==> src/rtl/axis_counter_sequencer_if.sv <==
// Config, trigger and status signals between the register block, the sequencer and the counter.
// Unclocked bundle; the sequencer registers every output it drives.
interface axis_counter_sequencer_if #(
  parameter int CNTR_WIDTH = 32,
  parameter int NTRG_WIDTH = 16
);
  logic                  cfg_start;
  logic                  cfg_stop;
  logic                  cfg_ext_en;
  logic [CNTR_WIDTH-1:0] cfg_delay;
  logic [CNTR_WIDTH-1:0] cfg_period;
  logic [NTRG_WIDTH-1:0] cfg_ntrg;
  logic                  ext_trg;
  logic                  run_flag;
  logic                  trg_flag;
  logic                  sts_busy;
  logic                  sts_done;
  logic [NTRG_WIDTH-1:0] sts_trg_cnt;

  modport master (
    output cfg_start, cfg_stop, cfg_ext_en, cfg_delay, cfg_period, cfg_ntrg, ext_trg,
    input  run_flag, trg_flag, sts_busy, sts_done, sts_trg_cnt
  );

  modport slave (
    input  cfg_start, cfg_stop, cfg_ext_en, cfg_delay, cfg_period, cfg_ntrg, ext_trg,
    output run_flag, trg_flag, sts_busy, sts_done, sts_trg_cnt
  );
endinterface

==> src/rtl/axis_counter_sequencer.sv <==
// Run/trigger sequencer: turns start/stop commands into run_flag and counted trg_flag pulses.
// All outputs registered; start or stop -> outputs one cycle later; external trigger -> pulse one cycle later.
module axis_counter_sequencer #(
  parameter int CNTR_WIDTH = 32,
  parameter int NTRG_WIDTH = 16
) (
  input logic                        aclk,
  input logic                        areset,
  axis_counter_sequencer_if.slave    bus
);

  typedef enum logic [1:0] {IDLE, DELAY, ACTIVE, DONE} state_t;

  state_t                state_q, state_d;
  logic                  start_prev, ext_prev;
  logic                  start_edge, ext_edge;
  logic [CNTR_WIDTH-1:0] dly_q, dly_d;
  logic [CNTR_WIDTH-1:0] per_q, per_d;
  logic [CNTR_WIDTH-1:0] per_m1_q, per_m1_d;
  logic [NTRG_WIDTH-1:0] ntrg_q, ntrg_d;
  logic                  ext_en_q, ext_en_d;
  logic [NTRG_WIDTH-1:0] cnt_q, cnt_d;
  logic                  run_q, run_d;
  logic                  trg_q, trg_d;
  logic                  done_q, done_d;
  logic                  last_trg;

  assign start_edge = bus.cfg_start & ~start_prev;
  assign ext_edge   = bus.ext_trg & ~ext_prev;
  // The pulse currently on trg_flag completed the programmed count.
  assign last_trg   = trg_q && (ntrg_q != '0) && (cnt_q == ntrg_q);

  always_comb begin
    state_d  = state_q;
    dly_d    = dly_q;
    per_d    = per_q;
    per_m1_d = per_m1_q;
    ntrg_d   = ntrg_q;
    ext_en_d = ext_en_q;
    cnt_d    = cnt_q;
    trg_d    = 1'b0;
    done_d   = done_q;

    case (state_q)
      IDLE, DONE: begin
        if (start_edge) begin
          state_d  = DELAY;
          dly_d    = (bus.cfg_delay == '0) ? '0 : bus.cfg_delay - 1'b1;
          per_m1_d = (bus.cfg_period == '0) ? '0 : bus.cfg_period - 1'b1;
          ntrg_d   = bus.cfg_ntrg;
          ext_en_d = bus.cfg_ext_en;
          cnt_d    = '0;
          done_d   = 1'b0;
        end
      end
      DELAY: begin
        if (dly_q == '0) begin
          state_d = ACTIVE;
          per_d   = per_m1_q;
          if (!ext_en_q) begin
            trg_d = 1'b1;
            cnt_d = cnt_q + 1'b1;
          end
        end else begin
          dly_d = dly_q - 1'b1;
        end
      end
      ACTIVE: begin
        if (last_trg) begin
          state_d = DONE;
          done_d  = 1'b1;
        end else if (ext_en_q) begin
          if (ext_edge) begin
            trg_d = 1'b1;
            cnt_d = cnt_q + 1'b1;
          end
        end else if (per_q == '0) begin
          trg_d = 1'b1;
          cnt_d = cnt_q + 1'b1;
          per_d = per_m1_q;
        end else begin
          per_d = per_q - 1'b1;
        end
      end
      default: state_d = IDLE;
    endcase

    // Stop overrides start, trigger and completion alike; the count is kept for status.
    if (bus.cfg_stop) begin
      state_d = IDLE;
      trg_d   = 1'b0;
      cnt_d   = cnt_q;
      done_d  = 1'b0;
    end

    run_d = (state_d == DELAY) || (state_d == ACTIVE);
  end

  always_ff @(posedge aclk or posedge areset) begin
    if (areset) begin
      state_q    <= IDLE;
      start_prev <= 1'b1;
      ext_prev   <= 1'b1;
      dly_q      <= '0;
      per_q      <= '0;
      per_m1_q   <= '0;
      ntrg_q     <= '0;
      ext_en_q   <= 1'b0;
      cnt_q      <= '0;
      run_q      <= 1'b0;
      trg_q      <= 1'b0;
      done_q     <= 1'b0;
    end else begin
      state_q    <= state_d;
      start_prev <= bus.cfg_start;
      ext_prev   <= bus.ext_trg;
      dly_q      <= dly_d;
      per_q      <= per_d;
      per_m1_q   <= per_m1_d;
      ntrg_q     <= ntrg_d;
      ext_en_q   <= ext_en_d;
      cnt_q      <= cnt_d;
      run_q      <= run_d;
      trg_q      <= trg_d;
      done_q     <= done_d;
    end
  end

  assign bus.run_flag    = run_q;
  assign bus.sts_busy    = run_q;
  assign bus.trg_flag    = trg_q;
  assign bus.sts_done    = done_q;
  assign bus.sts_trg_cnt = cnt_q;

endmodule

==> src/flat_wrapper.sv <==
// flat-port wrapper written by rule: the top's interface ports become plain ports
module axis_counter_sequencer_flat 
#(
  parameter int CNTR_WIDTH = 32,
  parameter int NTRG_WIDTH = 16
)
  (aclk, areset, bus_cfg_start, bus_cfg_stop, bus_cfg_ext_en, bus_cfg_delay, bus_cfg_period, bus_cfg_ntrg, bus_ext_trg, bus_run_flag, bus_trg_flag, bus_sts_busy, bus_sts_done, bus_sts_trg_cnt);
  axis_counter_sequencer_if #(.CNTR_WIDTH(CNTR_WIDTH), .NTRG_WIDTH(NTRG_WIDTH)) bus_i ();
  input logic aclk;
  input logic areset;
  input wire logic [$bits(bus_i.cfg_start)-1:0] bus_cfg_start;
  input wire logic [$bits(bus_i.cfg_stop)-1:0] bus_cfg_stop;
  input wire logic [$bits(bus_i.cfg_ext_en)-1:0] bus_cfg_ext_en;
  input wire logic [$bits(bus_i.cfg_delay)-1:0] bus_cfg_delay;
  input wire logic [$bits(bus_i.cfg_period)-1:0] bus_cfg_period;
  input wire logic [$bits(bus_i.cfg_ntrg)-1:0] bus_cfg_ntrg;
  input wire logic [$bits(bus_i.ext_trg)-1:0] bus_ext_trg;
  output wire logic [$bits(bus_i.run_flag)-1:0] bus_run_flag;
  output wire logic [$bits(bus_i.trg_flag)-1:0] bus_trg_flag;
  output wire logic [$bits(bus_i.sts_busy)-1:0] bus_sts_busy;
  output wire logic [$bits(bus_i.sts_done)-1:0] bus_sts_done;
  output wire logic [$bits(bus_i.sts_trg_cnt)-1:0] bus_sts_trg_cnt;
  assign bus_i.cfg_start = bus_cfg_start;
  assign bus_i.cfg_stop = bus_cfg_stop;
  assign bus_i.cfg_ext_en = bus_cfg_ext_en;
  assign bus_i.cfg_delay = bus_cfg_delay;
  assign bus_i.cfg_period = bus_cfg_period;
  assign bus_i.cfg_ntrg = bus_cfg_ntrg;
  assign bus_i.ext_trg = bus_ext_trg;
  assign bus_run_flag = bus_i.run_flag;
  assign bus_trg_flag = bus_i.trg_flag;
  assign bus_sts_busy = bus_i.sts_busy;
  assign bus_sts_done = bus_i.sts_done;
  assign bus_sts_trg_cnt = bus_i.sts_trg_cnt;
  axis_counter_sequencer #(.CNTR_WIDTH(CNTR_WIDTH), .NTRG_WIDTH(NTRG_WIDTH)) u_core (.aclk(aclk), .areset(areset), .bus(bus_i));
endmodule
==> config.mk <==
export PLATFORM = sky130hd
export DESIGN_NAME = axis_counter_sequencer_flat
export DESIGN_NICKNAME = d
export VERILOG_FILES = /design/src/rtl/axis_counter_sequencer_if.sv /design/src/rtl/axis_counter_sequencer.sv /design/src/flat_wrapper.sv
export SDC_FILE = /design/constraint.sdc
export NUM_CORES = 1
export LEC_CHECK = 0
export ABC_AREA = 1
export ABC_CLOCK_PERIOD_IN_PS = 7500
export BUFFER_PORTS_ARGS = -buffer_cell sky130_fd_sc_hd__buf_4
export CAP_MARGIN = 20
export CORE_UTILIZATION = 65
export CTS_CLUSTER_DIAMETER = 60
export CTS_CLUSTER_SIZE = 25
export DETAILED_ROUTE_END_ITERATION = 10
export GPL_ROUTABILITY_DRIVEN = 1
export GPL_TIMING_DRIVEN = 0
export PLACE_DENSITY = 0.85
export SETUP_SLACK_MARGIN = 0.4
export SLEW_MARGIN = 20
export SYNTH_ARGS = -nofsm -noshare
export SYNTH_HDL_FRONTEND = slang
export SYNTH_SLANG_ARGS = --single-unit
export TNS_END_PERCENT = 30
==> constraint.sdc <==
create_clock -name aclk -period 7.5 [get_ports aclk]
set_input_delay 0.75 -clock aclk [delete_from_list [all_inputs] [get_ports aclk]]
set_output_delay 0.75 -clock aclk [all_outputs]
set_load 0.01 [all_outputs]
==> results.toml <==
[die]
start_util_pct = 66.8
die_w_um = 127
ios = 106
num_rows = 45
core-area_sq_um = 15300
die_area_sq_um = 16200
die_y_um = 127

[grt]
grt_use_total_pct = 37.8
grt_overflow = 0
grt_max_degree = 108
grt_pass1_vias = 10100
grt_pass1_wl_um = 47900
antenna_found_initial = 0

[synthesis]
yosysTopAreaCell = "dfrtp_1"
synthesis.area_sq_um = 10200
synth_area_per_cell_sq_um = 6.47
syn_nets = 1672
synth_async_sr_flop_share_pct = 100
yosysSeqAreaShare_pct = 33.4
synth_area_leaders = "dfrtp_1 33%, nand2_1 15%, nor2_1 9.9%"
synth-main-ff-cell = "dfrtp_1"
synth_edf_count = 0
synthCells = 1576
synth_commonest_cells = "408 x nand2_1, 270 x nor2_1, 181 x inv_1, 134 x dfrtp_1, 125 x nand3_1"
synth_seq_cells = 136
yosys_warnings = 0
synthMostInstantiatedCell = "nand2_1"
synth_cell_type_count = 48
yosysTopAreaCellShare_pct = 32.9

[clocking]
clk_transition_reported_paths_ns = 0.06
cts-root-buf = "clkbuf_16"
post_cts_resized = 0
cts_hold_buf = 0
htreeDepth = 4
clock-sinks = 136
clock_latency_ns = 0.43
post_cts.repair.setup_buffers = 0
clk_path_buf_depth = 2
tritoncts = "done"
numCtsBuffers = 17

[routing]
ant_nets = 0
wl_um = 29900
drt_iter0_markers = 1082
wl_per_cell_um = 15.5
vias_per_cell = 5.65
drc = 0
vias = 10900
first_pass_iters = 7

[setup_path]
critPathRequiredTime_ns = 7.84
crit_path_max_incr_delay_ns = 0.57
startpoint_type = "flip-flop"
critical_path_class = "flip-flop to flip-flop"
crit_family = "buffers and inverters"
cp_num_buf_inv = 4
worstPathArrival_ns = 2.78
cp_cell_sequence = "inv_1 -> ha_1 -> inv_1 -> clkbuf_1 -> clkbuf_1 -> nand3_1 -> o21ai_0 -> nand2_1 -> o21ai_0"
path_max_fanout = 10
slowest_stage = "clkbuf_1"
end_kind = "flip-flop"

[run]
drv_cap = 0

[sta]
period_share_pct = 32.4
fmax_mhz = 411
hold_ws_ns = 0.273
report.final.slew_viol_count = 0
min_period_ns = 2.43
setup_tns_ns = 0
worst_slack_ns = 5.07
rsz0062_at_grt = "false"
tightest_slew_ns = 0.662
setup_viol = 0
slew_headroom_pct = 55.9
finalClockSkew_ns = 0.00689
hold_violations = 0

[layout]
fin_area_sq_um = 11900
drive_gt1_share_pct = 14.2
antenna_cells = 0
final_nets = 1797
area_delta_synth_final_pct = 16.8
fillers = 1201

[power]
vdd_drop_max_mv = 0.242
p_total_mw = 4.14
leakage_nw = 5.65
power_density_nw_per_um2 = 348

[place]
hpwl_um = 22200
io_buffers = 105
placed_area_sq_um = 11300
pre_cts_slack_ns = 4.84
gp_routability_congestion = 0.992

[run_status]
status = "finished clean"

[min_path]
min_path_type = "input pin to async pin"
[worst reg2reg max path, delay by kind of cell (launching register included)]
family | cells | cell delay, ns
buffers and inverters | 4 | 1.22
AND/OR/NAND/NOR | 2 | 0.31
flip-flops | 1 | 0.41
AO/OA/AOI/OAI | 2 | 0.20
adder cells (fa/ha/maj) | 1 | 0.23
[final cells by class]
class / count / area [sq um] / share of cell area [%]
plain buffers: 43 / 298 / 2.50
clock buffers: 22 / 484 / 4.07
clock inverters: 10 / 141 / 1.19
inverters: 190 / 723 / 6.07
multi-input cells: 1207 / 5770 / 48.5
flip-flops and latches: 136 / 3410 / 28.6
well taps: 211 / 264 / 2.22
repair buffers: 106 / 816 / 6.85
[path summary, 6_finish.rpt]
check / startpoint / endpoint / slack (ns) / depth (start not counted)
max in group asynchronous: areset / u_core.per_m1_q[24] / 6.44 / 3
min in group aclk: bus_ext_trg / u_core.ext_prev / 0.43 / 1
worst min register to register: u_core.per_q[14] / u_core.per_q[14] / 0.52 / 2
worst max register to register: u_core.state_q[1] / u_core.dly_q[8] / 5.07 / 9
worst min-delay path: areset / u_core.bus.sts_trg_cnt[11] / 0.27 / 2
worst max-delay path: u_core.state_q[1] / u_core.dly_q[8] / 5.07 / 9
[metrics by stage]
stage	instances	util, %
detailed placement	1893	73.9
global placement	1892	73.7
floorplan	1576	-
global route	1925	78.0
CTS	1925	78.0
finish	1925	78.0
[kinds of logic after synthesis]
| logic type | synth area share, % |
|---|---|
| xor gates and xnor gates | 4.55 |
| buffers and inverters | 9.94 |
| DFF | 33.4 |
| AOI/OAI and AO/OA | 11.3 |
| adders and majority gates | 1.23 |
| and+or+nand+nor | 39.5 |
[registers in the layout (all words and copies together), names as in the netlist]
name,flops
u_core.dly_q,32
u_core.per_m1_q,32
u_core.per_q,32
u_core.bus.sts_trg_cnt,16
u_core.ntrg_q,16
u_core.state_q,2
u_core.bus.run_flag,1
u_core.bus.sts_done,1
u_core.bus.trg_flag,1
u_core.ext_en_q,1
u_core.ext_prev,1
u_core.start_prev,1
[cell usage in the layout, fill, tap and decap left out, drive strengths merged, types with 2 or more instances in the layout]
master / synthesis / final
or2: 8 / 8
buf: 29 / 135
ha: 10 / 10
nand2: 435 / 435
o21bai: 2 / 2
xor2: 41 / 41
o21a: 2 / 2
a31oi: 18 / 18
a22o: 3 / 3
o21ai: 151 / 151
clkinv: 2 / 3
o22ai: 4 / 4
xnor2: 12 / 12
a21oi: 24 / 24
clkbuf: 14 / 36
a22oi: 2 / 2
dfstp: 2 / 2
nand4: 45 / 45
bufinv: 0 / 3
nand3b: 5 / 5
dfrtp: 134 / 134
nor2: 288 / 288
nand3: 125 / 125
inv: 188 / 189
clkinvlp: 0 / 5
nor3b: 2 / 2
nor3: 24 / 24
[power breakdown]
part	internal, mW	total [mW]	switching, mW
clock	0.558	0.885	0.326
sequential	1.04	1.33	0.290
combinational	0.680	1.93	1.25
total	2.28	4.14	1.86
[per-layer routing]
layer / up-vias / track usage [%] / part of all wire [%] / wire, um
li1: 5298 / - / - / -
met1: 4991 / 46.9 / 41 / 12300
met2: 486 / 64.2 / 48 / 14300
met3: 93 / 6.16 / 6.6 / 1990
met4: 0 / 18.3 / 4.3 / 1300
met5: - / 0 / 0 / 0
No activity file was read; power rests on OpenSTA's default activity.
